[src/rtl/dso_pkg.sv]
// Shared scope definitions: slave-select targets and the SPI
// scheduler FSM state encoding.
package dso_pkg;

   localparam int SS_EEPROM  = 0;
   localparam int SS_CH1     = 1;
   localparam int SS_CH2     = 2;
   localparam int SS_CH3     = 3;
   localparam int SS_TRIGGER = 4;

   typedef enum logic [1:0] {
      ST_IDLE   = 2'd0,
      ST_LAUNCH = 2'd1,
      ST_WAIT   = 2'd2,
      ST_GAP    = 2'd3
   } ss_state_e;

endpackage

[src/rtl/ss_req_fifo.sv]
// Request queue for the SPI slave-select scheduler. A push while full
// is taken when a pop happens on the same edge.
module ss_req_fifo #(
   parameter int W     = 19,
   parameter int DEPTH = 4
) (
   input  logic         clk,
   input  logic         rst,
   input  logic         i_push,
   input  logic         i_pop,
   input  logic [W-1:0] i_wdata,
   output logic [W-1:0] o_rdata,
   output logic         o_full,
   output logic         o_empty
);

   localparam int AW = $clog2(DEPTH);

   logic [W-1:0]  r_mem [DEPTH];
   logic [AW-1:0] r_wr;
   logic [AW-1:0] r_rd;
   logic [AW:0]   r_cnt;
   logic          w_push;
   logic          w_pop;

   assign o_full  = (r_cnt == (AW+1)'(DEPTH));
   assign o_empty = (r_cnt == '0);
   assign w_pop   = i_pop && !o_empty;
   assign w_push  = i_push && (!o_full || w_pop);
   assign o_rdata = r_mem[r_rd];

   always_ff @(posedge clk) begin
      if (rst) begin
         r_wr  <= '0;
         r_rd  <= '0;
         r_cnt <= '0;
      end else begin
         if (w_push) r_wr <= r_wr + 1'b1;
         if (w_pop)  r_rd <= r_rd + 1'b1;
         if (w_push && !w_pop)
            r_cnt <= r_cnt + 1'b1;
         else if (w_pop && !w_push)
            r_cnt <= r_cnt - 1'b1;
      end
   end

   always_ff @(posedge clk) begin
      if (w_push) r_mem[r_wr] <= i_wdata;
   end

endmodule

[src/rtl/spi_ss_sched.sv]
// SPI slave-select scheduler: queues requests, launches them one at a time
// with an idle gap. Define SPI_SS_SCHED_TIMEOUT_EN for a WAIT watchdog.
module spi_ss_sched
   import dso_pkg::*;
#(
   parameter int NUM_SS      = 5,
   parameter int DATA_W      = 16,
   parameter int FIFO_DEPTH  = 4,
   parameter int GAP_CYC     = 8,
   parameter int TIMEOUT_CYC = 1024,
   localparam int SSW        = $clog2(NUM_SS)
) (
   input  logic              clk,
   input  logic              rst,
   input  logic              req_vld,
   output logic              req_rdy,
   input  logic [SSW-1:0]    req_ss,
   input  logic [DATA_W-1:0] req_data,
   output logic              rsp_vld,
   output logic [SSW-1:0]    rsp_ss,
   output logic [DATA_W-1:0] rsp_data,
   output logic              spi_wrt,
   output logic [DATA_W-1:0] spi_cmd,
   input  logic              spi_ss_n,
   input  logic              spi_done,
   input  logic [DATA_W-1:0] spi_rdata,
   output logic [NUM_SS-1:0] ss_n,
   output logic              busy,
   output logic              err
);

   localparam int GW = $clog2(GAP_CYC + 1);
   localparam int EW = SSW + DATA_W;

   ss_state_e         r_state;
   logic [SSW-1:0]    r_sel;
   logic [DATA_W-1:0] r_cmd;
   logic              r_wrt;
   logic              r_rsp_vld;
   logic [SSW-1:0]    r_rsp_ss;
   logic [DATA_W-1:0] r_rsp_data;
   logic              r_ssn_q;
   logic              r_err;
   logic [GW-1:0]     r_gap;

   logic              w_full;
   logic              w_empty;
   logic              w_push;
   logic              w_pop;
   logic [EW-1:0]     w_head;
   logic [SSW-1:0]    w_head_ss;
   logic [DATA_W-1:0] w_head_data;
   logic              w_bad;
   logic [NUM_SS-1:0] w_ss_n;

   assign w_push      = req_vld && !w_full;
   assign w_pop       = (r_state == ST_LAUNCH);
   assign w_head_ss   = w_head[EW-1 -: SSW];
   assign w_head_data = w_head[DATA_W-1:0];
   assign w_bad       = ({1'b0, w_head_ss} >= (SSW+1)'(NUM_SS));

   ss_req_fifo #(
      .W     (EW),
      .DEPTH (FIFO_DEPTH)
   ) u_fifo (
      .clk     (clk),
      .rst     (rst),
      .i_push  (w_push),
      .i_pop   (w_pop),
      .i_wdata ({req_ss, req_data}),
      .o_rdata (w_head),
      .o_full  (w_full),
      .o_empty (w_empty)
   );

`ifdef SPI_SS_SCHED_TIMEOUT_EN
   localparam int TW = $clog2(TIMEOUT_CYC + 1);

   logic [TW-1:0] r_to;
   logic          w_to;

   assign w_to = (r_to == TW'(TIMEOUT_CYC - 1));

   always_ff @(posedge clk) begin
      if (rst || r_state != ST_WAIT)
         r_to <= '0;
      else
         r_to <= r_to + 1'b1;
   end
`else
   logic w_unused_to;
   assign w_unused_to = (TIMEOUT_CYC != 0);
`endif

   always_ff @(posedge clk) begin
      if (rst) begin
         r_state    <= ST_IDLE;
         r_sel      <= '0;
         r_cmd      <= '0;
         r_wrt      <= 1'b0;
         r_rsp_vld  <= 1'b0;
         r_rsp_ss   <= '0;
         r_rsp_data <= '0;
         r_ssn_q    <= 1'b1;
         r_err      <= 1'b0;
         r_gap      <= '0;
      end else begin
         r_wrt     <= 1'b0;
         r_rsp_vld <= 1'b0;
         r_ssn_q   <= spi_ss_n;
         unique case (r_state)
            ST_IDLE: begin
               if (!w_empty) r_state <= ST_LAUNCH;
            end
            ST_LAUNCH: begin
               // Out-of-range targets are dropped without touching the bus
               if (w_bad) begin
                  r_err   <= 1'b1;
                  r_state <= ST_GAP;
               end else begin
                  r_sel   <= w_head_ss;
                  r_cmd   <= w_head_data;
                  r_wrt   <= 1'b1;
                  r_state <= ST_WAIT;
               end
            end
            ST_WAIT: begin
               if (spi_done) begin
                  r_rsp_vld  <= 1'b1;
                  r_rsp_ss   <= r_sel;
                  r_rsp_data <= spi_rdata;
                  r_state    <= ST_GAP;
               end
`ifdef SPI_SS_SCHED_TIMEOUT_EN
               else if (w_to) begin
                  r_err   <= 1'b1;
                  r_state <= ST_GAP;
               end
`endif
            end
            ST_GAP: begin
               if (r_gap == GW'(GAP_CYC - 1)) begin
                  r_gap   <= '0;
                  r_state <= ST_IDLE;
               end else begin
                  r_gap <= r_gap + 1'b1;
               end
            end
            default: r_state <= ST_IDLE;
         endcase
      end
   end

   // Only the latched target follows the master; the rest stay deselected
   always_comb begin
      w_ss_n = '1;
      for (int i = 0; i < NUM_SS; i++) begin
         if (r_sel == SSW'(i)) w_ss_n[i] = r_ssn_q;
      end
   end

   assign ss_n     = w_ss_n;
   assign req_rdy  = !w_full;
   assign busy     = (r_state != ST_IDLE) || !w_empty;
   assign err      = r_err;
   assign spi_wrt  = r_wrt;
   assign spi_cmd  = r_cmd;
   assign rsp_vld  = r_rsp_vld;
   assign rsp_ss   = r_rsp_ss;
   assign rsp_data = r_rsp_data;

endmodule

[config.mk]
export PLATFORM = sky130hd
export DESIGN_NAME = spi_ss_sched
export DESIGN_NICKNAME = d
export VERILOG_FILES = /design/src/rtl/dso_pkg.sv /design/src/rtl/ss_req_fifo.sv /design/src/rtl/spi_ss_sched.sv
export SDC_FILE = /design/constraint.sdc
export NUM_CORES = 1
export LEC_CHECK = 0
export CAP_MARGIN = 10
export CORE_MARGIN = 2
export CORE_UTILIZATION = 38
export CTS_CLUSTER_DIAMETER = 50
export DETAILED_ROUTE_END_ITERATION = 8
export PLACE_DENSITY = 0.64
export REMOVE_ABC_BUFFERS = 1
export SLEW_MARGIN = 20
export SYNTH_ARGS = -nofsm -noshare
export SYNTH_HDL_FRONTEND = slang
export SYNTH_HIERARCHICAL = 1
export SYNTH_SLANG_ARGS = --single-unit
export TNS_END_PERCENT = 50
[constraint.sdc]
create_clock -name clk -period 2.95 [get_ports clk]
set_input_delay 0.885 -clock clk [delete_from_list [all_inputs] [get_ports clk]]
set_output_delay 0.885 -clock clk [all_outputs]
set_load 0.02 [all_outputs]
Word level (Yosys, flattened, before mapping)
Memory sizes are Yosys's and may differ from the RTL's. A register that Yosys moved wholly into a read port is not among the register bits.
Cells that the tools add are included.
{"block": "word_totals", "register_bits": 55, "ramBits": 76, "input_bits": 40, "elab_cells": 76, "memories": 1}
{"block": "classes", "addsub": 5, "magnitude_cmp": 1, "n_eq_ne": 12, "mux": 19, "bitwise": 3, "reduce_logical": 22}
{"memory": "u_fifo.r_mem", "depth": 4, "word_bits": 19, "rd": 1, "rd_ports_with_merged_regs": 1, "write_ports": 1, "line_no": "ss_req_fifo.sv:19", "source": "logic [W-1:0] r_mem [DEPTH];"}
{"cell": "1-bit 2-to-1 mux", "n": 10}
{"cell": "2-bit 2-to-1 mux", "n": 5}
{"cell": "2-bit one-hot mux with 4 select lines", "n": 1}
{"cell": "3-bit by 2-bit == test with 1-bit output, second input constant", "n": 2}
{"cell": "3-bit == test, second input constant", "n": 2}
{"cell": "3-bit zero test", "n": 2}
{"cell": "3-bit 2-to-1 mux", "n": 2}
{"cell": "2-bit != test, second input constant", "n": 3}
{"cell": "2-bit AND reduction", "n": 3}
{"cell": "1-bit logical AND", "n": 5}
{"cell": "2-bit by 1-bit adder with 2-bit output, second input constant", "n": 2}
{"cell": "4-bit by 1-bit adder with 4-bit output, second input constant", "n": 1}
{"cell": "2-bit == test, second input constant", "n": 2}
{"cell": "4-bit by 3-bit == test with 1-bit output, second input constant", "n": 1}
{"cell": "1-bit zero test", "n": 4}
{"cell": "4-bit 2-to-1 mux", "n": 1}
{"cell": "2-bit nonzero test", "n": 2}
{"cell": "2-bit OR reduction", "n": 2}
{"cell": "3-bit by 1-bit adder with 3-bit output, second input constant", "n": 1}
{"cell": "3-bit by 1-bit == test with 1-bit output, second input constant", "n": 1}
{"cell": "3-bit greater-or-equal comparator, second input constant", "n": 1}
{"cell": "1-bit NOT", "n": 3}
{"cell": "3-bit AND reduction", "n": 1}
{"cell": "3-bit by 1-bit subtractor with 3-bit output, second input constant", "n": 1}
{"cell": "other kinds (3)", "n": 4}

Longest topological paths before layout
{"block": "depth", "word_depth": 9, "depth_mapped": 10, "depth_no_buf": 10}

Hierarchy
The synthesis kept the hierarchy.
{"module": "ss_req_fifo", "instances": 1, "cells_per_inst": 147, "area_each_um2": 3225.6, "seq_area_each_um2": 2462.4}
{"module": "spi_ss_sched", "instances": 1, "cells_per_inst": 231, "area_each_um2": 1906.8, "seq_area_each_um2": 960.9}

Worst setup path after synthesis
No wires, ideal clock.
{"block": "synth_path", "path_type": "input -> register", "start": "input port req_vld", "end": "register u_fifo.r_cnt[2]", "setup_time_ps": 70, "arrival_time_ps": 2555, "setup_slack_ps": 325, "path_stages": 8, "path_buffers": 0, "cell_sequence": "nor2b_1 -> a21boi_2 -> ha_1 -> inv_1 -> fa_1 -> xor2_1 -> or3_2 -> a21oi_1"}
{"block": "synth_between", "elab_chain_cells": 5, "elab_cells_between_ends": 7}
{"item": "start, declared", "line_no": "spi_ss_sched.sv:15", "source": "input logic req_vld,"}
{"item": "1-bit logical AND *", "line_no": "spi_ss_sched.sv:56", "source": "assign w_push = req_vld && !w_full;"}
{"item": "1-bit logical AND *", "line_no": "ss_req_fifo.sv:29", "source": "assign w_push = i_push && (!o_full || w_pop);"}
{"item": "via u_fifo.w_push", "line_no": "ss_req_fifo.sv:23", "source": "logic w_push;"}
{"item": "1-bit zero test", "line_no": "ss_req_fifo.sv:42", "source": "else if (w_pop && !w_push)"}
{"item": "1-bit logical AND", "line_no": "ss_req_fifo.sv:42"}
{"item": "2-bit nonzero test (no line)"}
{"item": "end signal, assigned", "line_no": "ss_req_fifo.sv:41", "source": "r_cnt <= r_cnt + 1'b1;"}
{"item": "end signal, assigned", "line_no": "ss_req_fifo.sv:43", "source": "r_cnt <= r_cnt - 1'b1;"}
{"item": "end, declared", "line_no": "ss_req_fifo.sv:22", "source": "logic [AW:0] r_cnt;"}
The timed path passes the listed nets; every way through them passes the cells marked *.
A chain may end at the register's enable or synchronous reset.

Final worst setup path
{"block": "layout_path", "start": "register r_state[1]", "end": "output port busy"}
{"block": "layout_between", "elab_chain_cells": 2}
{"item": "start, declared", "line_no": "spi_ss_sched.sv:35", "source": "ss_state_e r_state;"}
{"item": "start signal, assigned", "line_no": "spi_ss_sched.sv:97", "source": "r_state <= ST_IDLE;"}
{"item": "start signal, assigned", "line_no": "spi_ss_sched.sv:113", "source": "if (!w_empty) r_state <= ST_LAUNCH;"}
{"item": "start signal, assigned", "line_no": "spi_ss_sched.sv:119", "source": "r_state <= ST_GAP;"}
{"item": "2-bit nonzero test", "line_no": "spi_ss_sched.sv:164", "source": "assign busy = (r_state != ST_IDLE) || !w_empty;"}
{"item": "1-bit logical OR", "line_no": "spi_ss_sched.sv:164"}
{"item": "end, declared", "line_no": "spi_ss_sched.sv:28", "source": "output logic busy,"}
Every way passes these cells.

==> run summary <==
- status: finished clean
- average instance area after synthesis: 13.6 sq um
- buffer count from post-CTS setup fixing: 0
- count of different cell masters after synthesis: 38
- CTS tree: yes
- Internal Power: 4.13 mW
- Vert. Die Dim: 120 microns
- leakage power total: 2.29 nW
- sort of element at the end of the critical path: output port
- proportion of synthesized chip area in sequential cells: 66.7%
- DPL Wire Length: 6.90 mm
- met2 wire length: 5.23 mm
- number of buffers added to fix hold violations after cts: 0
- critical-path cell list: inv_1, ha_1, and2_1, inv_1, clkdlybuf4s50_1
- area delta synth->final: 32.0%
- final setup vio count: 0
- highest net fanout along the worst path: 5
- Post-CTS Resized: 0
- slowest stage cell, crit path: sky130_fd_sc_hd__clkdlybuf4s50_1
- clock transition at the registers of the reported paths: 0.05 ns
- Tcrit/Tclk final: 96.4%
- Setup CP Type: flip-flop to output port
- Max Root-Sink Buffers: 2
- layout net count: 525
- fill cell count: 1144
- relative contribution of the clock network to total power: 32.8%
- Root Buffer Master: sky130_fd_sc_hd__clkbuf_16
- maximum number of pins on one net before global-route repair: 25
- drt first pass iters: 4
- die boundary width: 120 microns
- Worst Path Required: 2.07 ns
- cell area after synthesis: 5130 sq um
- count of input and output buffers: 84
- accumulated negative setup slack: 0 ns
- endpoints failing hold: 0
- weighted congestion at the end of routability-driven global placement: 0.710
- number of rows in the core area: 42
- vias per std cell: 4.94
- highest ir drop seen on vdd: 0.503 mV
- pin slew with the least headroom to its limit: 0.682 ns
- highest metal used: met4
- via count of the first global-routing pass: 3474
- proportion of layout cells with a drive suffix above 1: 14.8%
- power per unit of standard cell area: 858 nW/um^2
- number of clock sinks: 133
- top area cells in the synthesized netlist: sky130_fd_sc_hd__edfxtp_1 44%, sky130_fd_sc_hd__dfxtp_1 22%, sky130_fd_sc_hd__mux4_2 8.3%, sky130_fd_sc_hd__a21oi_1 4.1%, sky130_fd_sc_hd__nand2_1 3.1%
- Top cell by count, worst path: sky130_fd_sc_hd__inv_1
- number of antenna-violating nets in the routed design: 0
- register share of total power: 41.7%
- DRC Markers: 0
- total vias in the final route: 3272
- post-synth top area cell: sky130_fd_sc_hd__edfxtp_1
- area of the die: 14500 sq um
- worst clock skew: 0.00923 ns
- number of max-slew violations in the final report: 0
- per-cell routed wire length: 16.0 microns
- detailed-route wire length on metal 1: 4.53 mm
- RSZ-0062 raised after global routing: no
- count of boundary I/O pins: 85
- number of antenna violations at the first check in global routing: 0
- first-pass GRT wire length: 17.6 mm
- yosys warns: 6
- worst-case headroom to the max-slew limit: 54.5%
- most common cell after layout, fill and taps aside: sky130_fd_sc_hd__clkdlybuf4s50_1
- Startpoint Class: flip-flop
- Power Total: 5.81 mW
- violation count after the first detailed-routing iteration: 107
- Final Util: 51.4%
- cell count after synthesis: 378
- reported max-cap violation count: 0
- time the worst path needs with I/O delays and setup: 2.84 ns
- maximum clock frequency: 352 MHz
- core area: 13200 sq um
- wirelength, routed: 10.6 mm
- wire length on met3: 688 microns
- top-area cell type share of the netlist area: 44.5%
- TritonCTS buffer count: 17
- All-Layer GR Usage: 16.2%
- number of synthesized register bits: 133
- commonest cells after routing, fill and taps aside: 83 x sky130_fd_sc_hd__clkdlybuf4s50_1, 76 x sky130_fd_sc_hd__edfxtp_1, 57 x sky130_fd_sc_hd__dfxtp_1
- power spent charging and discharging nets: 1.68 mW
- overflow left after global routing: 0
- Net Sw Frac: 28.9%
- initial core utilization: 38.9%
- longest individual stage delay on the worst path: 0.59 ns
- Critical Path AT: 1.96 ns
- worst min path class: flip-flop to flip-flop
- number of antenna cells inserted: 0
- number of levels the H-tree was split into: 4
- latest clock arrival within the worst-skew pair: 0.41 ns
- combinational share of power: 25.5%
==> critical path, delay by kind of cell (launching register included) <==
family	cells	cell delay [ns]
adder cells (fa/ha/maj)	1	0.21
buffers and inverters	3	0.76
AND/OR/NAND/NOR	1	0.17
flip-flops	1	0.42
==> logic make-up (layout without fill, tap and decap cells) <==
family          after synthesis  in the layout  synth area share [%]
buf+inv                      29            138                  2.63
simple gates                104            104                  9.90
mux                          24             24                  9.41
xor+xnor                      5              5                 0.853
flops                       133            133                  66.7
compound gates               72             72                  7.68
fa+ha+maj                    11             11                  2.83
==> cells in the mapped netlist <==
master	count
sky130_fd_sc_hd__clkbuf_1	6
sky130_fd_sc_hd__and2b_4	1
sky130_fd_sc_hd__edfxtp_1	76
sky130_fd_sc_hd__ha_1	10
sky130_fd_sc_hd__nand3_1	18
sky130_fd_sc_hd__o31ai_1	2
sky130_fd_sc_hd__dfxtp_1	57
sky130_fd_sc_hd__nor3b_2	1
sky130_fd_sc_hd__and2_2	4
sky130_fd_sc_hd__o211a_1	1
sky130_fd_sc_hd__a21boi_2	1
sky130_fd_sc_hd__nand3b_1	5
sky130_fd_sc_hd__nand4_1	1
sky130_fd_sc_hd__o21ai_2	1
sky130_fd_sc_hd__mux2_4	1
sky130_fd_sc_hd__buf_1	3
sky130_fd_sc_hd__nor2b_1	3
sky130_fd_sc_hd__nor3_1	3
sky130_fd_sc_hd__inv_1	9
sky130_fd_sc_hd__nand2_1	42
sky130_fd_sc_hd__xor2_1	5
sky130_fd_sc_hd__mux4_2	19
sky130_fd_sc_hd__or2_2	1
sky130_fd_sc_hd__or3_2	2
sky130_fd_sc_hd__a211o_1	1
sky130_fd_sc_hd__mux2i_1	4
sky130_fd_sc_hd__fa_1	1
sky130_fd_sc_hd__nor2_1	14
sky130_fd_sc_hd__o21ai_0	21
sky130_fd_sc_hd__o21a_1	1
sky130_fd_sc_hd__and2_1	4
sky130_fd_sc_hd__o311ai_1	1
sky130_fd_sc_hd__o311ai_0	1
sky130_fd_sc_hd__a21oi_1	42
sky130_fd_sc_hd__clkbuf_2	3
sky130_fd_sc_hd__buf_6	2
sky130_fd_sc_hd__buf_2	6
sky130_fd_sc_hd__nand2b_1	5
==> power groups by stage <==
stage	clock (mW)	combinational (mW)	sequential, mW
after global placement	0	1.46	2.45
after floorplan	0	0.765	2.54
final	1.90	1.48	2.43
after detailed placement	0	1.49	2.46
after CTS	1.96	1.50	2.43
after global routing	2.04	1.61	2.47
==> metal layers <==
metal	up-vias	GRT usage, %
met2	104	27.0
met1	1578	19.5
met4	0	6.98
met5	-	0
met3	16	5.00
li1	1574	-
==> final timing paths <==
| path | startpoint | to | slack (ns) | cells after the start |
|---|---|---|---|---|
| hold / removal | rsp_data[3] | rsp_data[3] | 0.45 | 2 |
| setup reg to reg | r_state[1] | u_fifo/r_cnt[2] | 0.61 | 9 |
| hold reg to reg | rsp_data[3] | rsp_data[3] | 0.45 | 2 |
| setup / recovery | r_state[1] | busy | 0.11 | 5 |
==> per-stage QoR <==
step,instance area [sq um],setup slack [ns],hold slack (ns),cells
2_1_floorplan,5030,0.323,0.434,358
3_3_place_gp,6230,-0.0250,0.440,631
3_5_place_dp,6230,-0.111,0.446,631
4_1_cts,6780,0.0891,0.456,663
5_1_grt,6780,0.0306,0.479,663
6_report,6780,0.106,0.453,663
==> flip-flops by register name (all words and copies together) (netlist names), 2 cells and up, named ones only <==
register,count
u_fifo/r_wr,2
u_fifo/r_cnt,3
spi_cmd,16
u_fifo/r_rd,2
r_gap,4
r_state,2
rsp_ss,3
u_fifo/r_mem,76
rsp_data,16
r_sel,3
==> cell type report <==
| class | count | area [sq um] | area share [%] |
|---|---|---|---|
| inverter | 9 | 33.8 | 0.499 |
| timing repair buffer | 97 | 983 | 14.5 |
| tap | 176 | 220 | 3.25 |
| multi-input combinational | 216 | 1570 | 23.2 |
| sequential | 133 | 3420 | 50.5 |
| clock buffer | 23 | 458 | 6.76 |
| clock inverter | 9 | 82.6 | 1.22 |
Power figures use the tool's default switching activity.
